[src/rtl/slot_game_ctrl.sv]
// rtl/slot_game_ctrl.sv - slot machine controller: bet/spin handling, three-reel stop sequence, payout
// All outputs come straight from registers; reels advance on a frame_tick divider while spinning.
module slot_game_ctrl #(
  parameter int SPIN_DIV    = 4,
  parameter int AUTO_STOP   = 120,
  parameter int CREDIT_INIT = 100,
  parameter int CREDIT_MAX  = 999
) (
  input  logic       clk,
  input  logic       rst,
  input  logic       frame_tick,
  input  logic       btn_spin,
  input  logic       btn_bet,
  input  logic       btn_stop,
  output logic [1:0] reel0,
  output logic [1:0] reel1,
  output logic [1:0] reel2,
  output logic [9:0] credit,
  output logic [1:0] bet,
  output logic       spinning,
  output logic       win,
  output logic [9:0] win_amount
);
  localparam int DIV_W  = $clog2(SPIN_DIV + 1);
  localparam int AUTO_W = $clog2(AUTO_STOP + 1);

  typedef enum logic [2:0] {IDLE, SPIN3, SPIN2, SPIN1, EVAL} state_t;

  state_t            state_q;
  logic [DIV_W-1:0]  div_q, div_d;
  logic [AUTO_W-1:0] auto_q, auto_d;
  logic [1:0]        reel0_q, reel1_q, reel2_q, bet_q;
  logic [9:0]        credit_q, win_amount_q;
  logic              spinning_q, win_q;

  logic              in_spin, step, auto_hit, stop;
  logic              step0, step1, step2, can_spin;
  logic [9:0]        mult, payout, credit_sat;
  logic [10:0]       sum;

  always_comb begin
    in_spin  = (state_q == SPIN3) || (state_q == SPIN2) || (state_q == SPIN1);
    div_d    = div_q;
    auto_d   = auto_q;
    step     = 1'b0;
    auto_hit = 1'b0;
    if (in_spin && frame_tick) begin
      if (div_q == DIV_W'(SPIN_DIV - 1)) begin
        div_d = '0;
        step  = 1'b1;
      end else begin
        div_d = div_q + DIV_W'(1);
      end
      if (auto_q == AUTO_W'(AUTO_STOP - 1)) auto_hit = 1'b1;
      else                                  auto_d   = auto_q + AUTO_W'(1);
    end
    // a button stop and an auto-stop in the same cycle collapse into one stop
    stop = in_spin && (btn_stop || auto_hit);
    if (stop) auto_d = '0;

    // the reel being frozen by this stop must not take the coincident step
    step0 = step && (state_q == SPIN3) && !stop;
    step1 = step && ((state_q == SPIN3) || ((state_q == SPIN2) && !stop));
    step2 = step && in_spin && !((state_q == SPIN1) && stop);

    case (reel0_q)
      2'd0:    mult = 10'd2;
      2'd1:    mult = 10'd4;
      2'd2:    mult = 10'd8;
      default: mult = 10'd16;
    endcase
    if ((reel0_q == reel1_q) && (reel1_q == reel2_q))   payout = mult * {8'd0, bet_q};
    else if ((reel0_q == reel1_q) || (reel1_q == reel2_q)) payout = {8'd0, bet_q};
    else                                                payout = 10'd0;

    sum        = {1'b0, credit_q} + {1'b0, payout};
    credit_sat = (sum > 11'(CREDIT_MAX)) ? 10'(CREDIT_MAX) : sum[9:0];
    can_spin   = credit_q >= {8'd0, bet_q};
  end

  always_ff @(posedge clk or posedge rst) begin
    if (rst) begin
      state_q      <= IDLE;
      div_q        <= '0;
      auto_q       <= '0;
      reel0_q      <= 2'd0;
      reel1_q      <= 2'd0;
      reel2_q      <= 2'd0;
      credit_q     <= 10'(CREDIT_INIT);
      bet_q        <= 2'd1;
      spinning_q   <= 1'b0;
      win_q        <= 1'b0;
      win_amount_q <= 10'd0;
    end else begin
      div_q  <= div_d;
      auto_q <= auto_d;
      if (step0) reel0_q <= reel0_q + 2'd1;
      if (step1) reel1_q <= reel1_q + 2'd1;
      if (step2) reel2_q <= reel2_q + 2'd1;
      case (state_q)
        IDLE: begin
          if (btn_spin && can_spin) begin
            credit_q     <= credit_q - {8'd0, bet_q};
            win_q        <= 1'b0;
            win_amount_q <= 10'd0;
            div_q        <= '0;
            auto_q       <= '0;
            spinning_q   <= 1'b1;
            state_q      <= SPIN3;
          end else if (btn_bet) begin
            bet_q <= (bet_q == 2'd3) ? 2'd1 : bet_q + 2'd1;
          end
        end
        SPIN3: if (stop) state_q <= SPIN2;
        SPIN2: if (stop) state_q <= SPIN1;
        SPIN1: begin
          if (stop) begin
            state_q    <= EVAL;
            spinning_q <= 1'b0;
          end
        end
        EVAL: begin
          credit_q     <= credit_sat;
          win_q        <= (payout != 10'd0);
          win_amount_q <= payout;
          state_q      <= IDLE;
        end
        default: state_q <= IDLE;
      endcase
    end
  end

  assign reel0      = reel0_q;
  assign reel1      = reel1_q;
  assign reel2      = reel2_q;
  assign credit     = credit_q;
  assign bet        = bet_q;
  assign spinning   = spinning_q;
  assign win        = win_q;
  assign win_amount = win_amount_q;
endmodule
[config.mk]
export PLATFORM = sky130hd
export DESIGN_NAME = slot_game_ctrl
export DESIGN_NICKNAME = d
export VERILOG_FILES = /design/src/rtl/slot_game_ctrl.sv
export SDC_FILE = /design/constraint.sdc
export NUM_CORES = 1
export LEC_CHECK = 0
export BUFFER_PORTS_ARGS = -buffer_cell sky130_fd_sc_hd__buf_2
export CORE_ASPECT_RATIO = 1.25
export CORE_MARGIN = 8
export CORE_UTILIZATION = 55
export DETAILED_ROUTE_END_ITERATION = 12
export GPL_TIMING_DRIVEN = 1
export PLACE_DENSITY_LB_ADDON = 0.08
export RECOVER_POWER = 25
export SLEW_MARGIN = 20
export SYNTH_ARGS = -nofsm -noshare
export SYNTH_HDL_FRONTEND = slang
export SYNTH_SLANG_ARGS = --single-unit
[constraint.sdc]
create_clock -name clk -period 5.5 [get_ports clk]
set_input_delay 0.55 -clock clk [delete_from_list [all_inputs] [get_ports clk]]
set_output_delay 0.55 -clock clk [all_outputs]
set_load 0.02 [all_outputs]
# ---- After elaboration in Yosys (flattened, before gate mapping)
# Index checks and enable logic that the tools add are counted.
dict set report totals {
  output_inout_bits 30
  elab_cells 97
  regBits 43
  in_bits 6
}
dict set report classes {
  eq_ne 15
  addsub 8
  n_mux 32
  reduce_logical 27
  order_cmp 2
  mul 1
  bitwise 1
}
# op count
set ops {}
lappend ops {{$mux W10} 4}
lappend ops {{$pmux W10 S2} 2}
lappend ops {{$mux W7} 5}
lappend ops {{$mux W3} 8}
lappend ops {{$pmux W5 S3} 1}
lappend ops {{$pmux W3 S4} 1}
lappend ops {{$add A10 B10 Y11} 1}
lappend ops {{$gt A11 B10 Y1 const B} 1}
lappend ops {{$logic_and A1 B1 Y1} 11}
lappend ops {{$ge A10 B2 Y1} 1}
lappend ops {{$mul A10 B2 Y10} 1}
lappend ops {{$reduce_bool A10 Y1} 1}
lappend ops {{$sub A10 B2 Y10} 1}
lappend ops {{$eq A3 B2 Y1 const B} 3}
lappend ops {{$add A2 B1 Y2 const B} 4}
lappend ops {{$ne A2 B2 Y1 const B} 4}
lappend ops {{$add A7 B1 Y7 const B} 1}
lappend ops {{$eq A7 B7 Y1 const B} 1}
lappend ops {{$mux W1} 7}
lappend ops {{$reduce_and A3 Y1} 2}
lappend ops {{$logic_or A1 B1 Y1} 5}
lappend ops {{$eq A2 B2 Y1} 2}
lappend ops {{$eq A2 B2 Y1 const B} 2}
lappend ops {{$mux W2} 2}
lappend ops {{12 further kinds} 15}

# ---- Depth between registers and ports, before layout
dict set report depth {
  word_depth 11
  mapped_depth 16
  ltp_nobuf 15
}

# ---- Worst setup path after synthesis
# No wires, ideal clock.
dict set report synth_timing {
  path_type {register -> register}
  start {register reel0_q[0] (netlist: reel0[0])}
  end {register credit_q[2] (netlist: credit[2])}
  t_required_ps 5438
  synth_period_minus_slack_ps 3614
  path_buffers 1
  t_arrival_ps 3552
  setup_ps 62
  path_stages_with_launch 16
  path_slack_ps 1886
  cell_sequence {dfrtp_1 -> inv_1 -> ha_1 -> and2_1 -> ha_1 -> fa_1 -> a21oi_1 -> or3_1 -> inv_1 -> ha_1 -> buf_2 -> a211o_1 -> o21ai_2 -> xor2_1 -> a2111oi_2 -> o32a_1}
}
dict set report synth_via {
  elab_chain_cells 8
  elab_cells_between_ends 14
  classes_between {add/sub: 1; mul: 1; order compare: 1; eq/ne: 3; mux: 5; reduce/logical: 3}
}
# element line
set synth_rtl {}
lappend synth_rtl {{from (decl)} 32} ;# logic [1:0] reel0_q, reel1_q, reel2_q, bet_q;
lappend synth_rtl {{from (signal assigned)} 97} ;# if (step0) reel0_q <= reel0_q + 2'd1;
lappend synth_rtl {{$eq A2 B2 Y1 (tied with other cells)} 66} ;# case (reel0_q)
lappend synth_rtl {{$pmux W5 S3 or $logic_or A1 B1 Y1 (tied branches)} {66, 73}}
lappend synth_rtl {{$mul A10 B2 Y10 or $mux W2 (tied branches)} {72, 73}}
lappend synth_rtl {{$mux W10 *} 72} ;# if ((reel0_q == reel1_q) && (reel1_q == reel2_q)) payout = mult * {8'd0, bet_q};
lappend synth_rtl {{$add A10 B10 Y11 *} 76} ;# sum = {1'b0, credit_q} + {1'b0, payout};
lappend synth_rtl {{$gt A11 B10 Y1} 77} ;# credit_sat = (sum > 11'(CREDIT_MAX)) ? 10'(CREDIT_MAX) : sum[9:0];
lappend synth_rtl {{$mux W10 *} 77}
lappend synth_rtl {{$pmux W10 S2 *} 100} ;# case (state_q)
lappend synth_rtl {{to (signal assigned)} 89} ;# credit_q <= 10'(CREDIT_INIT);
lappend synth_rtl {{to (signal assigned)} 103} ;# credit_q <= credit_q - {8'd0, bet_q};
lappend synth_rtl {{to (signal assigned)} 123} ;# credit_q <= credit_sat;
lappend synth_rtl {{to (decl)} 33} ;# logic [9:0] credit_q, win_amount_q;
# Mark *: on every way between the ends. The rest lies on a longest branch, timed or not.
# A chain may end at the register's enable or synchronous reset.

# ---- Final worst setup path
# Same ends and word-level chain as after synthesis.

==> impl_summary.txt <==
----------------------------------------------------
[Run status]
  Result of the run ... finished, violations left
  Violations in the final reports ... max-capacitance violations, max-slew violations

[Synth]
  Per-instance average area after synthesis ... 9.53 µm²
  Commonest register cell after synthesis ... dfrtp_1
  Count of unique library cells instantiated by Yosys ... 69
  Area fraction of the dominant cell type after synthesis ... 31.7%
  Sequential element share of the synthesized area ... 35.4%
  Ys async rst share ... 100%
  YS warnings ... 0
  Gate count of the mapped netlist ... 298
  FF+latch count, synth ... 40
  Count of flip-flops with a built-in enable after synthesis ... 0
  Leading post-synthesis cells by cell area ... dfrtp_1 32%, ha_1 8.4%, xnor2_1 4.0%, xor2_1 4.0%, dfstp_2 3.7%
  Cell area after synthesis ... 0.00284 mm²
  Cell accounting for the most synthesized area ... dfrtp_1

[Clocking]
  Clock Latency Late Sink ... 290 ps
  Hold buffer count at cts ... 0
  H-Tree Level Count ... 2
  Worst-case clock buffer depth ... 2
  Clock root buffer master ... clkbuf_8
  Post-CTS Resized ... 0
  CTS buffer count ... 5
  Clock transition at the register clock pins on the worst setup and hold paths after CTS ... 80 ps
  Post-CTS setup repair buffer count ... 0
  Clock tree from TritonCTS ... yes
  Number of clock sinks ... 40

[GRT]
  Global-route wire length before repair ... 10.9 mm
  Maximum number of pins on one net before global-route repair ... 41
  Overall track demand over capacity in global routing ... 17.9%
  Gr ovfl total ... 0
  Vias in the first global route ... 2260
  Number of antenna violations at the first check in global routing ... 0

[Worst hold path]
  Path category of the worst min-delay check ... reg -> reg

[Route]
  Iteration-0 DRC Markers ... 103
  Count of antenna-violating nets left after detailed routing ... 0
  Vias after detailed routing ... 2243
  # DRC ... 0
  Average routed wire per standard cell ... 16.0 µm
  Pre-antenna DRT Iters ... 4
  Final Routed Wirelength ... 6.27 mm
  Detailed-route vias per instance ... 5.74

[Timing]
  Final-report hold violation count ... 0
  Fmax ... 0.262 GHz
  Min cycle time layout ... 3810 ps
  Pins Over Slew Limit ... 41
  Fraction of the cycle the final worst path needs ... 69.3%
  WHS ... 497 ps
  RSZ-0062 raised after global routing ... no
  Post-route clock skew ... 6.11 ps
  Relative slew margins ... -45.2%
  Final setup TNS ... 0 ps
  Worst-Margin Slew ... 2180 ps
  Setup violators final ... 0

[Power and ir drop]
  Power share of the clock group ... 16.1%
  Power Dens Cells ... 492 mW/mm²
  Logic gate share of total power ... 49.5%
  Switching power share of the total ... 46.5%
  Total leakage power ... 1.48 nW
  Worst IR drop on VDD ... 0.000323 V
  Internal power consumption ... 823 µW
  Psw ... 715 µW
  Sequential Power Share ... 34.4%

[Worst setup path]
  Endpoint kind of the worst setup timing path ... register
  Critical-path maximum fanout ... 8
  CP Launch Type ... register
  Critical Path AT ... 4050 ps
  Classification of the worst setup path ... reg -> reg
  Endpoint required time on the critical path ... 5740 ps

[Placement]
  Detailed-placement wirelength estimate ... 4.79 mm
  RePlAce Congestion ... 0.855
  Count of input and output buffers ... 32

[Floorplanning]
  Horizontal die dimension ... 80.3 µm
  Row Count ... 29
  Boundary Pins ... 36
  Starting density of the core ... 56.3%
  Die Span Y ... 96.3 µm
  Die area ... 0.00773 mm²
  Core outline area ... 0.00504 mm²

[Layout]
  Fill cell count ... 424
  Final-stage net count ... 356
  Fraction of final layout cells sized beyond drive strength 1 ... 19.8%
  Antenna Diode Count ... 0
  Area occupied by multi-input gates ... 0.00170 mm²
  Layout-stage area growth over the synthesis result ... 10.0%
  Sequential cell area in the final layout ... 0.00101 mm²

[Flow run]
  Max Cap Viol ... 1

----------------------------------------------------
## metal layers
| metal | track usage (%) | wire [µm] | vias to the layer above |
|---|---|---|---|
| li1 | - | - | 1116 |
| met1 | 21.2 | 2690 | 1067 |
| met2 | 30.8 | 3140 | 50 |
| met3 | 4.02 | 306 | 10 |
| met4 | 6.53 | 138 | 0 |
| met5 | 0 | 0 | - |
## path summary, 6_finish.rpt
check                              startpoint       endpoint  slack [ps]  depth (start not counted)
min in group asynchronous                 rst  win_amount[0]        1040                          3
worst max register to register       reel0[0]      credit[2]        1690                         14
worst min-delay path            win_amount[2]  win_amount[2]         500                          2
max in group asynchronous                 rst      credit[8]        3220                          3
worst min register to register  win_amount[2]  win_amount[2]         500                          2
worst max-delay path                 reel0[0]      credit[2]        1690                         14
## power groups by stage
stage | Sequential (mW) | Clock, mW | Combinational, mW
6_report | 0.528 | 0.247 | 0.762
5_1_grt | 0.548 | 0.265 | 0.863
4_1_cts | 0.529 | 0.253 | 0.771
3_5_place_dp | 0.535 | 0 | 0.767
3_3_place_gp | 0.529 | 0 | 0.754
2_1_floorplan | 0.546 | 0 | 0.556
## Yosys cell counts (4+ instances only)
library cell,number
dfrtp_1,36
nor2_1,26
nand2_1,25
ha_1,19
inv_1,15
a21oi_1,14
xnor2_1,13
xor2_1,13
nand3_1,11
o21ai_0,11
and2_1,9
nor3_1,7
a31oi_1,4
buf_2,4
buf_4,4
dfstp_2,4
or3_1,4
## worst max-delay path, cell delays in order, from the launching register on
cell,delay (ps)
dfrtp_1,490
inv_1,100
ha_1,220
and2_1,140
ha_1,220
fa_1,410
a21oi_1,140
or3_1,150
inv_1,50
ha_1,380
a211o_1,330
o21ai_2,220
xor2_1,120
a2111oi_2,520
o32a_1,260
## through the flow
stage	setup slack, ps	std cells	area, µm²	power (mW)	util (%)
floorplan	1890	300	2850	1.10	-
global placement	1820	383	3010	1.28	59.7
detailed placement	1680	383	3010	1.30	59.7
CTS	1650	391	3130	1.55	62.0
global route	1360	391	3120	1.68	61.9
finish	1690	391	3120	1.54	61.9
## layout make-up
cell class / count / share of cell area (%)
sequential: 40 / 32.2
tap: 62 / 2.48
timing repair buffer: 33 / 5.25
clock inverter: 3 / 1.48
inverter: 16 / 1.92
multi-input combinational: 232 / 54.4
clock buffer: 5 / 2.20
## flip-flops by register name, summed over array words and instances, names as in the netlist
| signal | count |
|---|---|
| reel0 | 2 |
| auto_q | 7 |
| bet | 2 |
| win | 1 |
| state_q | 3 |
| reel2 | 2 |
| credit | 10 |
| spinning | 1 |
| reel1 | 2 |
| div_q | 3 |
| win_amount | 7 |
## cells by family after synthesis
family                   Yosys count  share of synthesized area (%)
other                              1                          0.132
flip-flops                        40                           35.4
multiplexers                       3                           1.10
AND/OR/NAND/NOR                  109                           20.7
AO/OA/AOI/OAI                     69                           19.2
buffers and inverters             28                           4.94
XOR/XNOR                          26                           8.02
adder cells (fa/ha/maj)           22                           10.5
## placed cells by master (no fill, tap or decap), types with 3 or more instances in the layout
cell / instances
nor2_1: 26
inv_1: 15
a21oi_1: 14
and2_1: 9
o31a_1: 3
a31oi_1: 4
nor3_1: 7
conb_1: 3
dfstp_2: 4
buf_2: 32
o21ai_0: 11
a21o_1: 3
xor2_1: 13
and3_1: 3
o221ai_1: 3
dfrtp_1: 36
nor2b_1: 3
nand3_1: 11
fa_1: 3
clkbuf_8: 5
xnor2_1: 13
or3_1: 4
nand2_1: 25
ha_1: 19
(Power assumes the default switching activity.)
